File: src/rtl/garage_door_pkg.sv
// Shared types and constants for the garage door opener controller.
package garage_door_pkg;

    typedef enum logic [2:0] {
        CLOSED,
        OPENING,
        OPEN,
        CLOSING,
        STOP_UP,
        STOP_DN
    } door_state_t;

    localparam int unsigned LED_MOVING = 2;
    localparam int unsigned LED_OPEN   = 1;
    localparam int unsigned LED_CLOSED = 0;

    // Status LED pattern for a given door state; STOP_* leaves all LEDs dark.
    function automatic logic [2:0] state_leds(input door_state_t s);
        logic [2:0] leds;
        leds = '0;
        case (s)
            OPENING, CLOSING: leds[LED_MOVING] = 1'b1;
            OPEN:             leds[LED_OPEN]   = 1'b1;
            CLOSED:           leds[LED_CLOSED] = 1'b1;
            default:          leds = '0;
        endcase
        return leds;
    endfunction

endpackage

File: src/rtl/button_debounce.sv
// Pushbutton conditioner: 2-flop synchronizer, stability counter and a
// single-cycle pulse on each accepted rising level.
module button_debounce #(
    parameter int unsigned DEBOUNCE_CYCLES = 500_000
) (
    input  logic clk,
    input  logic rst,
    input  logic raw,
    output logic press
);

    localparam int unsigned CW = $clog2(DEBOUNCE_CYCLES + 1);
    localparam logic [CW-1:0] CNT_LAST = CW'(DEBOUNCE_CYCLES - 1);

    logic [1:0]    sync;
    logic          level;
    logic [CW-1:0] cnt;

    // The counter tracks consecutive samples disagreeing with the accepted
    // level; any agreeing sample restarts the count.
    always_ff @(posedge clk or posedge rst) begin
        if (rst) begin
            sync  <= '0;
            level <= 1'b0;
            cnt   <= '0;
            press <= 1'b0;
        end else begin
            sync  <= {sync[0], raw};
            press <= 1'b0;
            if (sync[1] == level) begin
                cnt <= '0;
            end else if (cnt == CNT_LAST) begin
                level <= sync[1];
                cnt   <= '0;
                press <= sync[1];
            end else begin
                cnt <= cnt + 1'b1;
            end
        end
    end

endmodule

File: src/rtl/garage_door_ctrl.sv
// Single-button garage door sequencer: door FSM, travel position counter,
// optional auto-close timer and registered motor/LED outputs.
module garage_door_ctrl #(
    parameter int unsigned TRAVEL_CYCLES     = 50_000_000,
    parameter int unsigned DEBOUNCE_CYCLES   = 500_000,
    parameter int unsigned AUTO_CLOSE_CYCLES = 0
) (
    input  logic       sys_clk,
    input  logic       reset,
    input  logic       button,
    input  logic       safety,
    output logic       motor_up,
    output logic       motor_down,
    output logic       obstructed,
    output logic [2:0] LEDs
);

    import garage_door_pkg::*;

    localparam int unsigned PW = $clog2(TRAVEL_CYCLES + 1);
    localparam logic [PW-1:0] POS_FULL = PW'(TRAVEL_CYCLES);
    localparam logic [PW-1:0] POS_LAST = PW'(TRAVEL_CYCLES - 1);
    localparam logic [PW-1:0] POS_ONE  = PW'(1);

    localparam bit          AC_EN   = (AUTO_CLOSE_CYCLES > 0);
    localparam int unsigned AW      = (AUTO_CLOSE_CYCLES > 1) ? $clog2(AUTO_CLOSE_CYCLES) : 1;
    localparam logic [AW-1:0] AC_LAST = AW'((AUTO_CLOSE_CYCLES > 0) ? AUTO_CLOSE_CYCLES - 1 : 0);

    door_state_t   state, state_next;
    logic [PW-1:0] pos, pos_next;
    logic [AW-1:0] timer, timer_next;
    logic          obstructed_next;
    logic [1:0]    safety_sync;
    logic          safe;
    logic          press;
    logic          timeout;

    button_debounce #(
        .DEBOUNCE_CYCLES(DEBOUNCE_CYCLES)
    ) u_debounce (
        .clk  (sys_clk),
        .rst  (reset),
        .raw  (button),
        .press(press)
    );

    assign safe    = safety_sync[1];
    assign timeout = AC_EN && (timer == AC_LAST);

    always_ff @(posedge sys_clk or posedge reset) begin
        if (reset) begin
            state       <= CLOSED;
            pos         <= '0;
            timer       <= '0;
            obstructed  <= 1'b0;
            safety_sync <= '0;
        end else begin
            state       <= state_next;
            pos         <= pos_next;
            timer       <= timer_next;
            obstructed  <= obstructed_next;
            safety_sync <= {safety_sync[0], safety};
        end
    end

    // Priority is safety > limit arrival > press; a press that loses is still
    // consumed. The timer defaults to zero so every entry into OPEN starts it clean.
    always_comb begin
        state_next      = state;
        pos_next        = pos;
        timer_next      = '0;
        obstructed_next = obstructed;
        if (press) begin
            obstructed_next = 1'b0;
        end
        case (state)
            CLOSED: begin
                if (press) begin
                    state_next = OPENING;
                end
            end
            OPENING: begin
                if (pos == POS_LAST) begin
                    pos_next   = POS_FULL;
                    state_next = OPEN;
                end else if (press) begin
                    state_next = STOP_UP;
                end else begin
                    pos_next = pos + 1'b1;
                end
            end
            OPEN: begin
                if (press && !safe) begin
                    state_next = CLOSING;
                end else if (timeout) begin
                    if (!safe) begin
                        state_next = CLOSING;
                    end
                end else if (AC_EN) begin
                    timer_next = timer + 1'b1;
                end
            end
            CLOSING: begin
                if (safe) begin
                    state_next      = OPENING;
                    obstructed_next = 1'b1;
                end else if (pos == POS_ONE) begin
                    pos_next   = '0;
                    state_next = CLOSED;
                end else if (press) begin
                    state_next = STOP_DN;
                end else begin
                    pos_next = pos - 1'b1;
                end
            end
            STOP_UP: begin
                if (press && !safe) begin
                    state_next = CLOSING;
                end
            end
            STOP_DN: begin
                if (press) begin
                    state_next = OPENING;
                end
            end
            default: begin
                state_next = CLOSED;
                pos_next   = '0;
            end
        endcase
    end

    always_ff @(posedge sys_clk or posedge reset) begin
        if (reset) begin
            motor_up   <= 1'b0;
            motor_down <= 1'b0;
            LEDs       <= state_leds(CLOSED);
        end else begin
            motor_up   <= (state == OPENING);
            motor_down <= (state == CLOSING);
            LEDs       <= state_leds(state);
        end
    end

endmodule
File: config.mk
export PLATFORM = sky130hd
export DESIGN_NAME = garage_door_ctrl
export DESIGN_NICKNAME = d
export VERILOG_FILES = /design/src/rtl/garage_door_pkg.sv /design/src/rtl/button_debounce.sv /design/src/rtl/garage_door_ctrl.sv
export SDC_FILE = /design/constraint.sdc
export NUM_CORES = 1
export LEC_CHECK = 0
export BUFFER_PORTS_ARGS = -buffer_cell sky130_fd_sc_hd__buf_2
export CORE_AREA = 2 2 109 111
export DETAILED_ROUTE_END_ITERATION = 8
export DIE_AREA = 0 0 111 113
export PLACE_DENSITY = 0.59
export SYNTH_ARGS = -nofsm -noshare
export SYNTH_HDL_FRONTEND = slang
export SYNTH_SLANG_ARGS = --single-unit
File: constraint.sdc
create_clock -name sys_clk -period 4.1 [get_ports sys_clk]
set_input_delay 0.82 -clock sys_clk [delete_from_list [all_inputs] [get_ports sys_clk]]
set_output_delay 0.82 -clock sys_clk [all_outputs]
set_load 0.02 [all_outputs]
* Word-level counts from Yosys, hierarchy flattened
Cells that the tools add are included.
** Cells by class
- Add/sub/neg operators :: 3
- Equal/unequal tests :: 16
- Mux-type cells :: 24
- Bitwise operators :: 2
- Reductions and logical operators :: 10
** Operators with widths (number)
- $mux W26 :: 5
- $pmux W26 S3 :: 1
- $mux W19 :: 2
- $add A26 B1 Y26 const B :: 1
- $eq A26 B1 Y1 const B :: 1
- $eq A26 B26 Y1 const B :: 1
- $sub A26 B1 Y26 const B :: 1
- $mux W3 :: 7
- $add A19 B1 Y19 const B :: 1
- $eq A19 B19 Y1 const B :: 1
- $pmux W3 S4 :: 1
- $mux W1 :: 8
- $reduce_and A4 Y1 :: 2
- $eq A3 B2 Y1 const B :: 2
- $eq A3 B3 Y1 const B :: 2
- $ne A3 B3 Y1 const B :: 2
- $reduce_or A2 Y1 :: 3
- $ne A2 B1 Y1 const B :: 2
- $ne A4 B3 Y1 const B :: 1
- $reduce_or A4 Y1 :: 1
- $eq A3 B1 Y1 const B :: 1
- $logic_not A3 Y1 :: 1
- $ne A3 B2 Y1 const B :: 1
- $ne A2 B2 Y1 const B :: 1
- other kinds (5) :: 6
** Word-level totals
- Register bits :: 60

* Logic depth before layout (Yosys ltp)
- Word-level depth :: 5
- Mapped depth :: 9

* Modules after synthesis
Synthesis repeated with hierarchy kept, for this count alone.
** Unflattened totals
- Cell total of the unflattened synthesis :: 458
- Area total of the unflattened synthesis :: 3973.8 sq um
** By module, submodules not included
- garage_door_ctrl :: instances 1, cells an instance 350, area an instance 2820.2 sq um, seq. area each 927.1 sq um
- button_debounce :: instances 1, cells an instance 108, area an instance 1153.6 sq um, seq. area each 575.6 sq um

* Least setup slack after synthesis
No wires, ideal clock.
- Kind :: register -> register
- Start point :: register pos[0]
- End point :: register pos[24]
- Library setup time :: 0.125 ns
- Arrival time :: 2.271 ns
- Required time :: 3.975 ns
- Slack :: 1.704 ns
- Cell stages (with the launch flop) :: 10
- Buffers on the path :: 1
- Path through :: dfrtp_1 inv_1 ha_1 nor3b_1 nand2_1 or3_1 clkbuf_1 o31a_1 o21ai_0 o21ai_1
** On the way
- Word-level cells in the longest chain between the ends :: 5
- Elaborated cells on any way between the ends :: 13
- Classes of those cells :: 2 x add/sub; 4 x eq/ne; 6 x mux; 1 x reduce/logical
** RTL lines
- from (decl) :: RTL line garage_door_ctrl.sv:30 : logic [PW-1:0] pos, pos_next;
- from (signal assigned) :: RTL line garage_door_ctrl.sv:59 : pos <= pos_next;
- $sub A26 B1 Y26 :: RTL line garage_door_ctrl.sv:113 : pos_next = pos - 1'b1;
- $mux W26 :: RTL line garage_door_ctrl.sv:110 : end else if (press) begin
- $mux W26 :: RTL line garage_door_ctrl.sv:107 : end else if (pos == POS_ONE) begin
- $mux W26 :: RTL line garage_door_ctrl.sv:104 : if (safe) begin
- $pmux W26 S3 :: RTL line garage_door_ctrl.sv:76 : case (state)
Several ways; a longest one is shown, not always the timed one. The select of a mux whose other input is x is not followed.
A chain may end at the register's enable or synchronous reset.

* Worst setup path after layout
- Start point :: register pos[0]
- End point :: register pos[18]
The elaborated chain is that of the path after synthesis.

==> results.py <==
metrics = {
    "status": {
        "outcome": "complete, no violations",
    },
    "logic_synthesis": {
        "avgSynthCellArea_sq_um": 8.55,
        "yosys.area.top_type": "dfrtp_1",
        "seq_area_frac_synth_pct": 38.5,
        "netlist_area_sq_um": 3910,
        "synth_cells": 457,
        "yosys.cell_types.count": 61,
        "yosys.area.top_type_share_pct": 37.8,
        "ys_ff_latch": 60,
        "synth_area_leaders": "dfrtp_1, nor2_1, xor2_1",
        "yosysWarnings": 0,
        "synthArstFlopShare_pct": 100,
        "syn-num-nets": 465,
        "synth_edf_count": 0,
        "synth_ff_type": "dfrtp_1",
    },
    "job": {
        "drv_cap": 0,
    },
    "die": {
        "dieArea_sq_um": 12500,
        "boundaryPins": 10,
        "core_region_area_sq_um": 11300,
        "die_x_um": 111,
        "rows": 39,
        "start_util_pct": 34.7,
        "fp.dieH_um": 113,
    },
    "clock_network": {
        "cts_max_level": 3,
        "clk_pin_slew_ns": 0.06,
        "cts_tree": "yes",
        "cts-resized-gates": 0,
        "insertion_delay_ns": 0.34,
        "post_cts.repair.setup_buffers": 0,
        "cts_root_buffer": "clkbuf_16",
        "cts.sinks": 60,
        "clk_path_buf_depth": 2,
        "numCtsBuffers": 9,
        "ctsHoldBuffers": 0,
    },
    "min_path": {
        "holdPathStages": 0,
        "hold_start": "u_debounce.sync[0]",
        "whs_endpoint": "u_debounce.sync[1]",
        "hp-class": "reg -> reg",
    },
    "layout": {
        "most-common-layout-cells": "dfrtp_1, nor2_1, nand2_1, o21ai_0, nand3_1",
        "syn2layout_area_growth_pct": 10.5,
        "drive_gt1_share_pct": 9.29,
        "fillers": 1117,
        "fin_nets": 455,
        "final_common_cell": "dfrtp_1",
        "antenna_cells": 0,
    },
    "timing": {
        "relSlewSlack_pct": 32.8,
        "slew_viol_final": 0,
        "rsz0062_at_grt": "no",
        "setup_violations": 0,
        "fin_ws_ns": 0.877,
        "max_freq_mhz": 310,
        "fin_crit_sh_pct": 78.6,
        "period_needed_ns": 3.22,
        "tightest_slew_ns": 1.00,
        "skew_ns": 0.00587,
        "finalSetupTns_ns": 0,
        "hold_violations": 0,
    },
    "critical_path": {
        "path_class": "reg -> reg",
        "cp.required_ns": 4.29,
        "worstPathMaxFanout": 8,
        "start_kind": "register",
        "crit_arrival_ns": 3.41,
        "r2r_cells": 8,
        "r2r_start": "pos[0]",
        "reg2reg_slack_ns": 0.88,
        "worstSetupEndpointType": "register",
        "r2r-end": "pos[18]",
    },
    "drt": {
        "ant_nets": 0,
        "dr.pass1.iters": 5,
        "drtIter0Drc": 256,
        "wl_mm": 10.3,
        "via_per_inst": 5.82,
        "vias": 3464,
        "wl_per_cell_um": 17.4,
        "drc_errors": 0,
    },
    "pwr": {
        "ir_drop_uv": 272,
        "p_leak_nw": 1.80,
        "p_per_area_nw_per_um2": 322,
    },
    "global_route": {
        "grt_max_degree": 36,
        "grt.overflow.total": 0,
        "antenna_found_initial": 0,
        "grt.total_usage_pct": 17.0,
        "grt_pass1_wl_mm": 16.9,
        "grt_pass1_vias": 3372,
    },
    "placed_design": {
        "pre_cts_slack_ns": 1.01,
        "port_buffers": 9,
        "place.gp.congestion": 0.867,
        "hpwl_mm": 7.09,
    },
}
-- routing by layer --
metal | part of all wire, % | GRT usage (%) | wire, um | up-vias
met5 | 0 | 0 | 0 | -
met4 | 1.6 | 7.50 | 165 | 0
met3 | 6.3 | 4.45 | 654 | 17
met2 | 48 | 27.7 | 4990 | 132
met1 | 44 | 21.4 | 4530 | 1654
li1 | - | - | - | 1661
-- logic make-up (layout without fill, tap and decap cells) --
logic type	count (synthesis)	count (layout)	share of synthesized area [%]
AOI/OAI and AO/OA	112	112	19.0
xor gates and xnor gates	35	35	7.85
adders and majority gates	4	4	1.28
buffers and inverters	46	41	4.80
DFF	60	60	38.5
muxes	1	1	0.288
and+or+nand+nor	199	199	28.3
-- final cells by class --
| class | count | area, sq um | share of cell area (%) |
|---|---|---|---|
| clock buffer | 9 | 225 | 5.22 |
| clock inverter | 7 | 76.3 | 1.77 |
| inverter | 13 | 48.8 | 1.13 |
| multi-input combinational | 351 | 2220 | 51.3 |
| sequential | 60 | 1500 | 34.8 |
| tap | 143 | 179 | 4.15 |
| timing repair buffer | 12 | 67.6 | 1.57 |
-- power breakdown --
part	internal, W	switching, W
Clock	0.000473	0.000295
Combinational	0.00000466	0.0000171
Sequential	0.000597	0.00000423
-- worst max-delay path, stage by stage (launching register included) --
cell and delay, ns:
dfrtp_1 0.46, inv_1 0.15, ha_1 0.20, nor3b_1 0.77, nand2_1 0.36, nor4_1 0.64
nor2_1 0.13, o31ai_1 0.26, o31ai_1 0.10
-- Yosys cell counts (all sizes together), types with 3 or more instances --
library cell and number:
a211oi 3, a21oi 19, a31oi 6, and2 8, and3 9, and4 11, buf 12, clkbuf 21
dfrtp 59, ha 4, inv 12, nand2 33, nand2b 4, nand3 22, nand4 10, nor2 47
nor3 18, nor3b 3, nor4 14, o211a 3, o211ai 3, o21a 5, o21ai 38, o22ai 9
o31ai 5, or3 6, or4 6, xnor2 16, xor2 19
-- worst max-delay path by stage --
stage                       from      end  slack, ns  cells past startpoint
final                     pos[0]  pos[18]       0.88                      8
after global placement    pos[0]  pos[18]       1.05                      8
after floorplan           pos[0]  pos[24]       1.70                      9
after detailed placement  pos[0]  pos[18]       1.01                      8
after global routing      pos[0]  pos[18]       0.67                      8
after CTS                 pos[0]  pos[18]       1.00                      8
-- metrics by stage --
| stage | hold WS, ns | instances | cell area [sq um] | util, % | total power [W] |
|---|---|---|---|---|---|
| 2_1_floorplan | 0.331 | 457 | 3910 | - | 0.000625 |
| 3_3_place_gp | 0.334 | 579 | 4010 | 35.6 | 0.000634 |
| 3_5_place_dp | 0.345 | 579 | 4010 | 35.6 | 0.000635 |
| 4_1_cts | 0.358 | 595 | 4320 | 38.3 | 0.00141 |
| 5_1_grt | 0.362 | 595 | 4320 | 38.3 | 0.00144 |
| 6_report | 0.359 | 595 | 4320 | 38.3 | 0.00139 |
-- registers in the layout, summed over array words and instances, names as in the netlist --
name / cells
motor_up: 1
u_debounce.level: 1
u_debounce.cnt: 19
pos: 26
motor_down: 1
u_debounce.sync: 2
LEDs: 3
obstructed: 1
safety_sync: 2
state: 3
u_debounce.press: 1
Note: power is estimated with default switching activity, not from simulation.
